$ cat config.mk
export PLATFORM = sky130hd
export DESIGN_NAME = hazard_ctrl
export DESIGN_NICKNAME = d
export VERILOG_FILES = /design/src/rtl/hazard_ctrl.sv
export SDC_FILE = /design/constraint.sdc
export NUM_CORES = 1
export LEC_CHECK = 0
export CORE_ASPECT_RATIO = 1.2
export CORE_MARGIN = 5
export CORE_UTILIZATION = 35
export DETAILED_ROUTE_END_ITERATION = 7
export HOLD_SLACK_MARGIN = 0.06
export PLACE_DENSITY = 0.66
export SETUP_SLACK_MARGIN = 0.4
export SLEW_MARGIN = 15
export SYNTH_ARGS = -nofsm -noshare
export SYNTH_HDL_FRONTEND = slang
export SYNTH_SLANG_ARGS = --single-unit
$ cat constraint.sdc
create_clock -name clk -period 3.9 [get_ports clk]
set_clock_uncertainty 0.1 [all_clocks]
set_input_delay 0.975 -clock clk [delete_from_list [all_inputs] [get_ports clk]]
set_output_delay 0.975 -clock clk [all_outputs]
set_load 0.02 [all_outputs]
$ cat src/rtl/hazard_ctrl.sv
// Pipeline hazard controller: branch/jump redirect, load-use stall and data-memory
// handshake hold with a 15-cycle timeout, sticky error flag and saturating redirect count.
module hazard_ctrl (
  input  logic        clk,
  input  logic        rst_n,
  input  logic        memwr_m,
  input  logic        memrd_m,
  input  logic        bbne_m,
  input  logic        bbeq_m,
  input  logic        bblez_m,
  input  logic        bbgtz_m,
  input  logic        jump_m,
  input  logic        zero_m,
  input  logic        neg_m,
  input  logic        memrd_e,
  input  logic [4:0]  rt_e,
  input  logic [4:0]  rs_d,
  input  logic [4:0]  rt_d,
  input  logic        dmem_ack,
  output logic        pc_we,
  output logic        ifid_we,
  output logic        ifid_flush,
  output logic        idex_flush,
  output logic        exmem_flush,
  output logic        pipe_hold,
  output logic        pc_src,
  output logic        dmem_req,
  output logic        mem_err,
  output logic [15:0] flush_cnt
);

  typedef enum logic {RUN = 1'b0, MEM_WAIT = 1'b1} state_t;

  state_t      state_q, state_d;
  logic [3:0]  wait_cnt_q, wait_cnt_d;
  logic        mem_err_q;
  logic [15:0] flush_cnt_q;
  logic        taken, loaduse, hold, timeout, redirect;

  assign taken = jump_m | (bbeq_m & zero_m) | (bbne_m & ~zero_m) |
                 (bblez_m & (zero_m | neg_m)) | (bbgtz_m & ~zero_m & ~neg_m);
  assign loaduse = memrd_e & (rt_e != 5'd0) & ((rt_e == rs_d) | (rt_e == rt_d));

  always_comb begin
    state_d     = state_q;
    wait_cnt_d  = wait_cnt_q;
    hold        = 1'b0;
    timeout     = 1'b0;
    redirect    = 1'b0;
    dmem_req    = 1'b0;
    pc_we       = 1'b0;
    ifid_we     = 1'b0;
    ifid_flush  = 1'b0;
    idex_flush  = 1'b0;
    exmem_flush = 1'b0;
    pipe_hold   = 1'b0;
    pc_src      = 1'b0;
    if (!rst_n) begin
      // Reset drains every pipeline register and freezes fetch.
      ifid_flush  = 1'b1;
      idex_flush  = 1'b1;
      exmem_flush = 1'b1;
    end else begin
      dmem_req = (state_q == MEM_WAIT) | memrd_m | memwr_m;
      case (state_q)
        RUN: begin
          if (dmem_req && !dmem_ack) begin
            hold       = 1'b1;
            state_d    = MEM_WAIT;
            wait_cnt_d = 4'd0;
          end
        end
        MEM_WAIT: begin
          if (dmem_ack) begin
            state_d = RUN;
          end else if (wait_cnt_q == 4'd14) begin
            timeout = 1'b1;
            state_d = RUN;
          end else begin
            hold       = 1'b1;
            wait_cnt_d = wait_cnt_q + 4'd1;
          end
        end
        default: state_d = RUN;
      endcase

      // Memory hold outranks redirect, which outranks the load-use bubble.
      if (hold) begin
        pipe_hold = 1'b1;
      end else if (taken) begin
        redirect    = 1'b1;
        pc_src      = 1'b1;
        ifid_flush  = 1'b1;
        idex_flush  = 1'b1;
        exmem_flush = 1'b1;
        pc_we       = 1'b1;
        ifid_we     = 1'b1;
      end else if (loaduse) begin
        idex_flush = 1'b1;
      end else begin
        pc_we   = 1'b1;
        ifid_we = 1'b1;
      end
    end
  end

  always_ff @(posedge clk or negedge rst_n) begin
    if (!rst_n) begin
      state_q     <= RUN;
      wait_cnt_q  <= 4'd0;
      mem_err_q   <= 1'b0;
      flush_cnt_q <= 16'd0;
    end else begin
      state_q    <= state_d;
      wait_cnt_q <= wait_cnt_d;
      if (timeout) mem_err_q <= 1'b1;
      if (redirect && flush_cnt_q != 16'hFFFF) flush_cnt_q <= flush_cnt_q + 16'd1;
    end
  end

  assign mem_err   = mem_err_q;
  assign flush_cnt = flush_cnt_q;

endmodule

==> flow_summary_export.csv, run 1 <==
group,metric,value,unit
global_routing,overflow,0,
floorplanning,row_count,25,
critical_path,r2r_end,"flush_cnt[10]",
critical_path,cpPeakStageDelay,430,ps
placed_design,place_inst,242,
clocking,clk_pin_slew,80,ps
clocking,cts.path.max_buffers,2,
clocking,clock_latency,260,ps
sta,max_slew_margin,0.643,
drt,dr.first_iter.drc_count,23,
drt,vias_per_cell,4.84,
critical_path,cp_slowest_cell,"clkdlybuf4s50_1",
flow_run,drv_cap,0,
drt,drt_pass1_iterations,4,
critical_path,cp_data_required_time,2820,ps
critical_path,cp_cell_sequence,"clkdlybuf4s50_1 -> a211o_1 -> o31ai_2 -> a21o_4 -> inv_1 -> dlygate4sd2_1",
critical_path,start_kind,"primary input",
clocking,post_cts_buffers,0,
power_and_ir_drop,power.share.sequential,0.421,
drt,via_count,1190,
yosys,seq_area_frac_synth,0.398,
global_routing,antenna_found_initial,0,
critical_path,cp_max_fo,3,
drt,post_drt_wl_per_cell,14.3,um
sta,rsz0062_at_grt,"no",
critical_path,r2r_cells,8,
drt,antenna_left,0,
min_path,worstHoldPathCells,1,
final_layout,multiInputGateArea,797,sq um
power_and_ir_drop,cellLeakagePower,0.954,nW
power_and_ir_drop,p_comb_frac,0.379,
placed_design,post-place-ws,-214,ps
global_routing,grt_max_degree,20,
global_routing,grt_pass1_wl,5730,um
global_routing,first_global_vias,1270,
clocking,hold_buffers,0,
yosys,async_flop_share,1.00,
floorplanning,dieWidth,67.4,um
clocking,cts_sinks,22,
critical_path,cp_data_arrival_time,2340,ps
sta,finalHoldViolations,0,
yosys,yosysWarningCount,0,
drt,drc,0,
final_layout,fill_cells,382,
sta,holdWs,382,ps
critical_path,rrSetupSlack,1770,ps
clocking,htree_levels,1,
run_status,status,"finished clean",
final_layout,syn2layout_area_growth,49.1,%
final_layout,n_antenna_cell,0,
critical_path,crit_buf_inv,3,
critical_path,r2r-start,"wait_cnt_q[0]",
floorplanning,core-area,0.00388,sq mm
min_path,hold_start,"mem_err",
power_and_ir_drop,switching_share,0.347,
power_and_ir_drop,p_int,0.525,mW
placed_design,dp_hpwl,2840,um
placed_design,gp_congestion,0.801,
sta,worst_pin_slew,532,ps
placed_design,numPortBuffers,52,
sta,max_freq,0.293,GHz
yosys,synth_seq_cells,22,
sta,layout_min_cycle_time,3420,ps
sta,tns,0,ps
min_path,hp-class,"register to register",
global_routing,track_usage,0.138,
critical_path,crit_path_end_kind,"primary output",
yosys,synth_cell_types,42,
yosys,synth_area,0.00138,sq mm
sta,final.setup.worst_slack,485,ps
critical_path,crit_type,"primary input to primary output",
clocking,cts_tree,"yes",
yosys,avgSynthCellArea,10.5,sq um
floorplanning,ios,53,
yosys,synth_edf_count,0,
sta,setup_violations,0,
final_layout,seq_area,551,sq um
yosys,syn_inst,132,
drt,totalWireLength,3510,um
sta,drv_slew,0,
clocking,cts_root_buf,"clkbuf_8",
yosys,synth.net_count,163,
power_and_ir_drop,p_sw,0.279,mW
critical_path,cp_top_family,"buffers and inverters",
power_and_ir_drop,peakVddDrop,349,uV
floorplanning,die_h,78.9,um
clocking,cts_made_buffers,3,
yosys,synth-main-ff-cell,"dfrtp_1",
floorplanning,start_util,0.356,
power_and_ir_drop,p_clk_frac,0.201,
min_path,hold_end,"mem_err",
final_layout,final_net_count,224,
power_and_ir_drop,p_per_area,390,mW/mm^2
final_layout,layout-drive-gt1-share,0.188,
final_layout,fin_cells,246,
floorplanning,die-area,0.00531,sq mm
sta,fin_crit_sh,0.876,
## sequential cells by signal (all words and copies together), names as in the netlist
| register | cells |
|---|---|
| flush_cnt | 16 |
| mem_err | 1 |
| state_q | 1 |
| wait_cnt_q | 4 |
## what timing repair did
item                                    4_1_cts  5_1_grt
resized for setup                            29       15
endpoints found under the setup margin        8        7
gates cloned                                  0        0
pin swaps                                     3       11
## layer usage
metal / wire, um / track usage
met1: 1360 / 0.154
met2: 1830 / 0.243
met3: 281 / 0.0481
met4: 27 / 0.0365
met5: 0 / 0
## per-stage QoR
step / cell area, sq um / utilization / power, mW
6_report: 2060 / 0.532 / 0.804
5_1_grt: 2060 / 0.532 / 0.856
4_1_cts: 2050 / 0.528 / 0.814
3_5_place_dp: 1990 / 0.514 / 0.655
2_1_floorplan: 1380 / - / 0.492
3_3_place_gp: 1990 / 0.514 / 0.647
## kinds of logic after synthesis
group / share of synthesized area
muxes: 0.0109
AOI/OAI and AO/OA: 0.101
xor gates and xnor gates: 0.171
buffers and inverters: 0.0434
and+or+nand+nor: 0.248
adders and majority gates: 0.0272
DFF: 0.398
## synthesized netlist by cell type, types with 2 or more instances
master,n,area [sq um]
inv_1,6,22.5
nor3b_1,2,15.0
nand3_1,8,40.0
o21ai_0,3,15.0
nor4_2,3,37.5
buf_6,2,22.5
xor2_1,19,166
nor4_1,2,12.5
nand2b_1,2,12.5
ha_1,3,37.5
xnor2_1,8,70.1
nand2_1,6,22.5
nor3_1,8,40.0
or3_1,2,12.5
nor2_1,6,22.5
buf_4,2,15.0
dfrtp_1,22,551
nand4_1,4,25.0
## cell type report
class,instances,share of cell area
inverter,6,0.0109
sequential,22,0.267
tap,54,0.0328
clock buffer,4,0.0267
multi-input combinational,100,0.387
timing repair buffer,60,0.276
## power groups by stage
stage	Sequential (mW)	Clock [mW]	Combinational (mW)
floorplan	0.378	0	0.114
global placement	0.339	0	0.308
detailed placement	0.341	0	0.314
CTS	0.339	0.165	0.310
global route	0.347	0.179	0.329
finish	0.338	0.162	0.304
## cells in the final DEF (no fill, tap or decap), drive strengths merged, types with 2 or more instances in the layout
| master | synthesis | routed |
|---|---|---|
| nand2 | 6 | 6 |
| nor2 | 7 | 7 |
| o21ai | 3 | 3 |
| a21o | 2 | 2 |
| nor3b | 2 | 2 |
| nand2b | 2 | 2 |
| nor4 | 6 | 6 |
| xnor2 | 8 | 8 |
| xor2 | 19 | 19 |
| or3 | 2 | 2 |
| o21bai | 2 | 2 |
| and3 | 2 | 2 |
| dfrtp | 22 | 22 |
| o221ai | 2 | 2 |
| buf | 4 | 11 |
| inv | 6 | 6 |
| dlymetal6s2s | 0 | 7 |
| nor3 | 8 | 8 |
| dlygate4sd2 | 0 | 5 |
| nand3 | 8 | 8 |
| clkdlybuf4s50 | 0 | 33 |
| ha | 3 | 3 |
| clkbuf | 0 | 7 |
| nand4 | 5 | 5 |
## how the worst max path moves through the flow
stage | from | to | slack, ps | depth (start not counted)
2_1_floorplan | dmem_ack | ifid_flush | 630 | 4
3_3_place_gp | rt_e[1] | ifid_we | -140 | 5
3_5_place_dp | rt_e[0] | idex_flush | -210 | 7
4_1_cts | neg_m | exmem_flush | 370 | 6
5_1_grt | rt_e[0] | idex_flush | 410 | 7
6_report | bblez_m | pc_src | 480 | 6
(Power assumes the default switching activity.)
==> run 2, diff against run 1 <==
- CELL_PAD_IN_SITES_DETAIL_PLACEMENT: default -> 2
- CELL_PAD_IN_SITES_GLOBAL_PLACEMENT: default -> 2
- CORE_UTILIZATION: 35 -> 28
- PLACE_DENSITY: 0.66 -> default
- PLACE_DENSITY_LB_ADDON: default -> 0.1
==> run 2 against run 1 <==
  * Via count is 3.0% higher
  * Sequential cell count stayed put
  * Cell area is 0.73% higher
  * Utilization is 11 points lower
  * Non-clock buffer count is 2 lower
  * Die area is 21% higher
  * Routed wire length is 20% higher
  * Total power is 7.6% higher
  * Global-route usage is 0.28 points higher
  * Clock power is 33% higher
  * Maximum frequency is 0.46% lower
  * Critical endpoint is now pc_we
  * Largest power group unchanged
==> flow_summary_export.csv, run 2 (synthesis gave the netlist of run 1 again) <==
group,metric,value,unit
clocking,hold_buffers,0,
sta,tns,0,ps
global_routing,grt_max_degree,16,
critical_path,cp_cell_sequence,"dlygate4sd2_1 -> or4_1 -> o221ai_2 -> o21ba_2 -> buf_2",
power_and_ir_drop,p_per_area,416,mW/mm^2
critical_path,cpPeakStageDelay,560,ps
flow_run,drv_cap,0,
floorplanning,die-area,0.00645,sq mm
floorplanning,start_util,0.284,
drt,vias_per_cell,4.90,
min_path,hp-class,"register to register",
final_layout,fin_area,0.00208,sq mm
sta,max_slew_margin,0.639,
placed_design,post_dp_cell_area,0.00199,sq mm
placed_design,numPortBuffers,52,
clocking,cts_sinks,22,
floorplanning,ios,53,
critical_path,cp_slowest_cell,"or4_1",
floorplanning,die_h,87.0,um
sta,holdWs,400,ps
drt,via_count,1226,
sta,max_freq,0.291,GHz
power_and_ir_drop,cellLeakagePower,0.922,nW
placed_design,gp_congestion,0.794,
floorplanning,dieWidth,74.1,um
drt,drc,0,
clocking,cts_tree,"yes",
clocking,htree_levels,1,
global_routing,antenna_found_initial,0,
critical_path,crit_path_end_kind,"primary output",
placed_design,dp_hpwl,3350,um
sta,worst_pin_slew,537,ps
sta,rsz0062_at_grt,"yes",
floorplanning,row_count,28,
drt,post_drt_wl_per_cell,16.9,um
clocking,cts.path.max_buffers,2,
global_routing,first_global_vias,1451,
critical_path,start_kind,"primary input",
drt,totalWireLength,4210,um
critical_path,cp_data_required_time,2820,ps
drt,dr.first_iter.drc_count,23,
critical_path,cp-startpoint,"rt_e[1]",
final_layout,final_cell_mix,"clkdlybuf4s50_1, dfrtp_1, xor2_1, nand3_1",
drt,antenna_left,0,
final_layout,post-route-util,0.427,
critical_path,cp_data_arrival_time,2360,ps
final_layout,syn2layout_area_growth,50.2,%
sta,layout_min_cycle_time,3430,ps
clocking,post_cts_buffers,0,
drt,drt_pass1_iterations,3,
global_routing,track_usage,0.141,
final_layout,layout_commonest_cell,"clkdlybuf4s50_1",
final_layout,largest_register_ffs,16,
run_status,status,"finished clean",
critical_path,cp_max_fo,3,
floorplanning,core-area,0.00487,sq mm
final_layout,final_net_count,222,
clocking,cts_made_buffers,3,
clocking,clk_pin_slew,80,ps
critical_path,crit_type,"primary input to primary output",
clocking,clock_latency,270,ps
final_layout,fill_cells,536,
global_routing,grt_pass1_wl,7000,um
power_and_ir_drop,peakVddDrop,233,uV
final_layout,n_antenna_cell,0,
critical_path,r2r-start,"wait_cnt_q[0]",
min_path,hold_start,"flush_cnt[15]",
global_routing,overflow,0,
sta,setup_violations,0,
power_and_ir_drop,power,0.865,mW
final_layout,layout-drive-gt1-share,0.184,
sta,finalHoldViolations,0,
sta,drv_slew,0,
sta,fin_crit_sh,0.880,
clocking,cts_root_buf,"clkbuf_8",
run 2: cell count changes in the layout (fill, tap and decap cells not counted), sizes merged:
| cell | change |
|---|---|
| dlygate4sd2 | +1 |
| bufinv | +1 |
| dlymetal6s2s | -4 |
| buf | -1 |
| clkbuf | -2 |
| clkdlybuf4s50 | +3 |
run 2: final timing paths:
kind	cells after the start	to	slack [ps]
max in group asynchronous	2	flush_cnt[10]	2720
worst min register to register	1	flush_cnt[15]	400
worst min-delay path	1	flush_cnt[15]	400
worst max register to register	8	flush_cnt[10]	1730
worst max-delay path	5	pc_we	470
min in group asynchronous	1	mem_err	530
run 2: where the power goes:
part | total [mW] | internal, mW | leakage [nW] | switching (mW)
Sequential | 0.339 | 0.275 | 0.280 | 0.0644
Clock | 0.216 | 0.137 | 0.0357 | 0.0785
Combinational | 0.310 | 0.161 | 0.606 | 0.149
Total | 0.865 | 0.572 | 0.922 | 0.292
run 2: repair_timing:
item / CTS / global route
endpoints found under the hold margin: 0 / 0
gates resized for setup: 33 / 11
gates cloned: 0 / 0
endpoints found under the setup margin: 8 / 7
pin swaps: 3 / 6
run 2: area by class of cell:
class                           instances  area (sq um)  share of cell area
Clock inverter                          1          30.0              0.0145
Clock buffer                            3          41.3              0.0199
Inverter                                6          22.5              0.0108
Timing Repair Buffer                   58           544               0.262
Tap cell                               60          75.1              0.0361
Multi-Input combinational cell        100           813               0.392
Sequential cell                        22           551               0.265
run 2: through the flow:
| stage | instances | setup WS [ps] |
|---|---|---|
| finish | 250 | 469 |
| global route | 250 | 388 |
| CTS | 250 | 336 |
| detailed placement | 246 | -250 |
| global placement | 246 | -173 |
| floorplan | 132 | 625 |
run 2: critical path, delay by kind of cell:
kind | cells | cell delay [ps]
simple gates | 1 | 560
buf+inv | 2 | 460
compound gates | 2 | 360
run 2: metal layers:
layer	global-route usage	vias up	part of all wire
met1	0.167	608	0.41
met5	0	-	0
li1	-	580	-
met3	0.0196	4	0.054
met2	0.257	34	0.53
met4	0.0395	0	0.0095
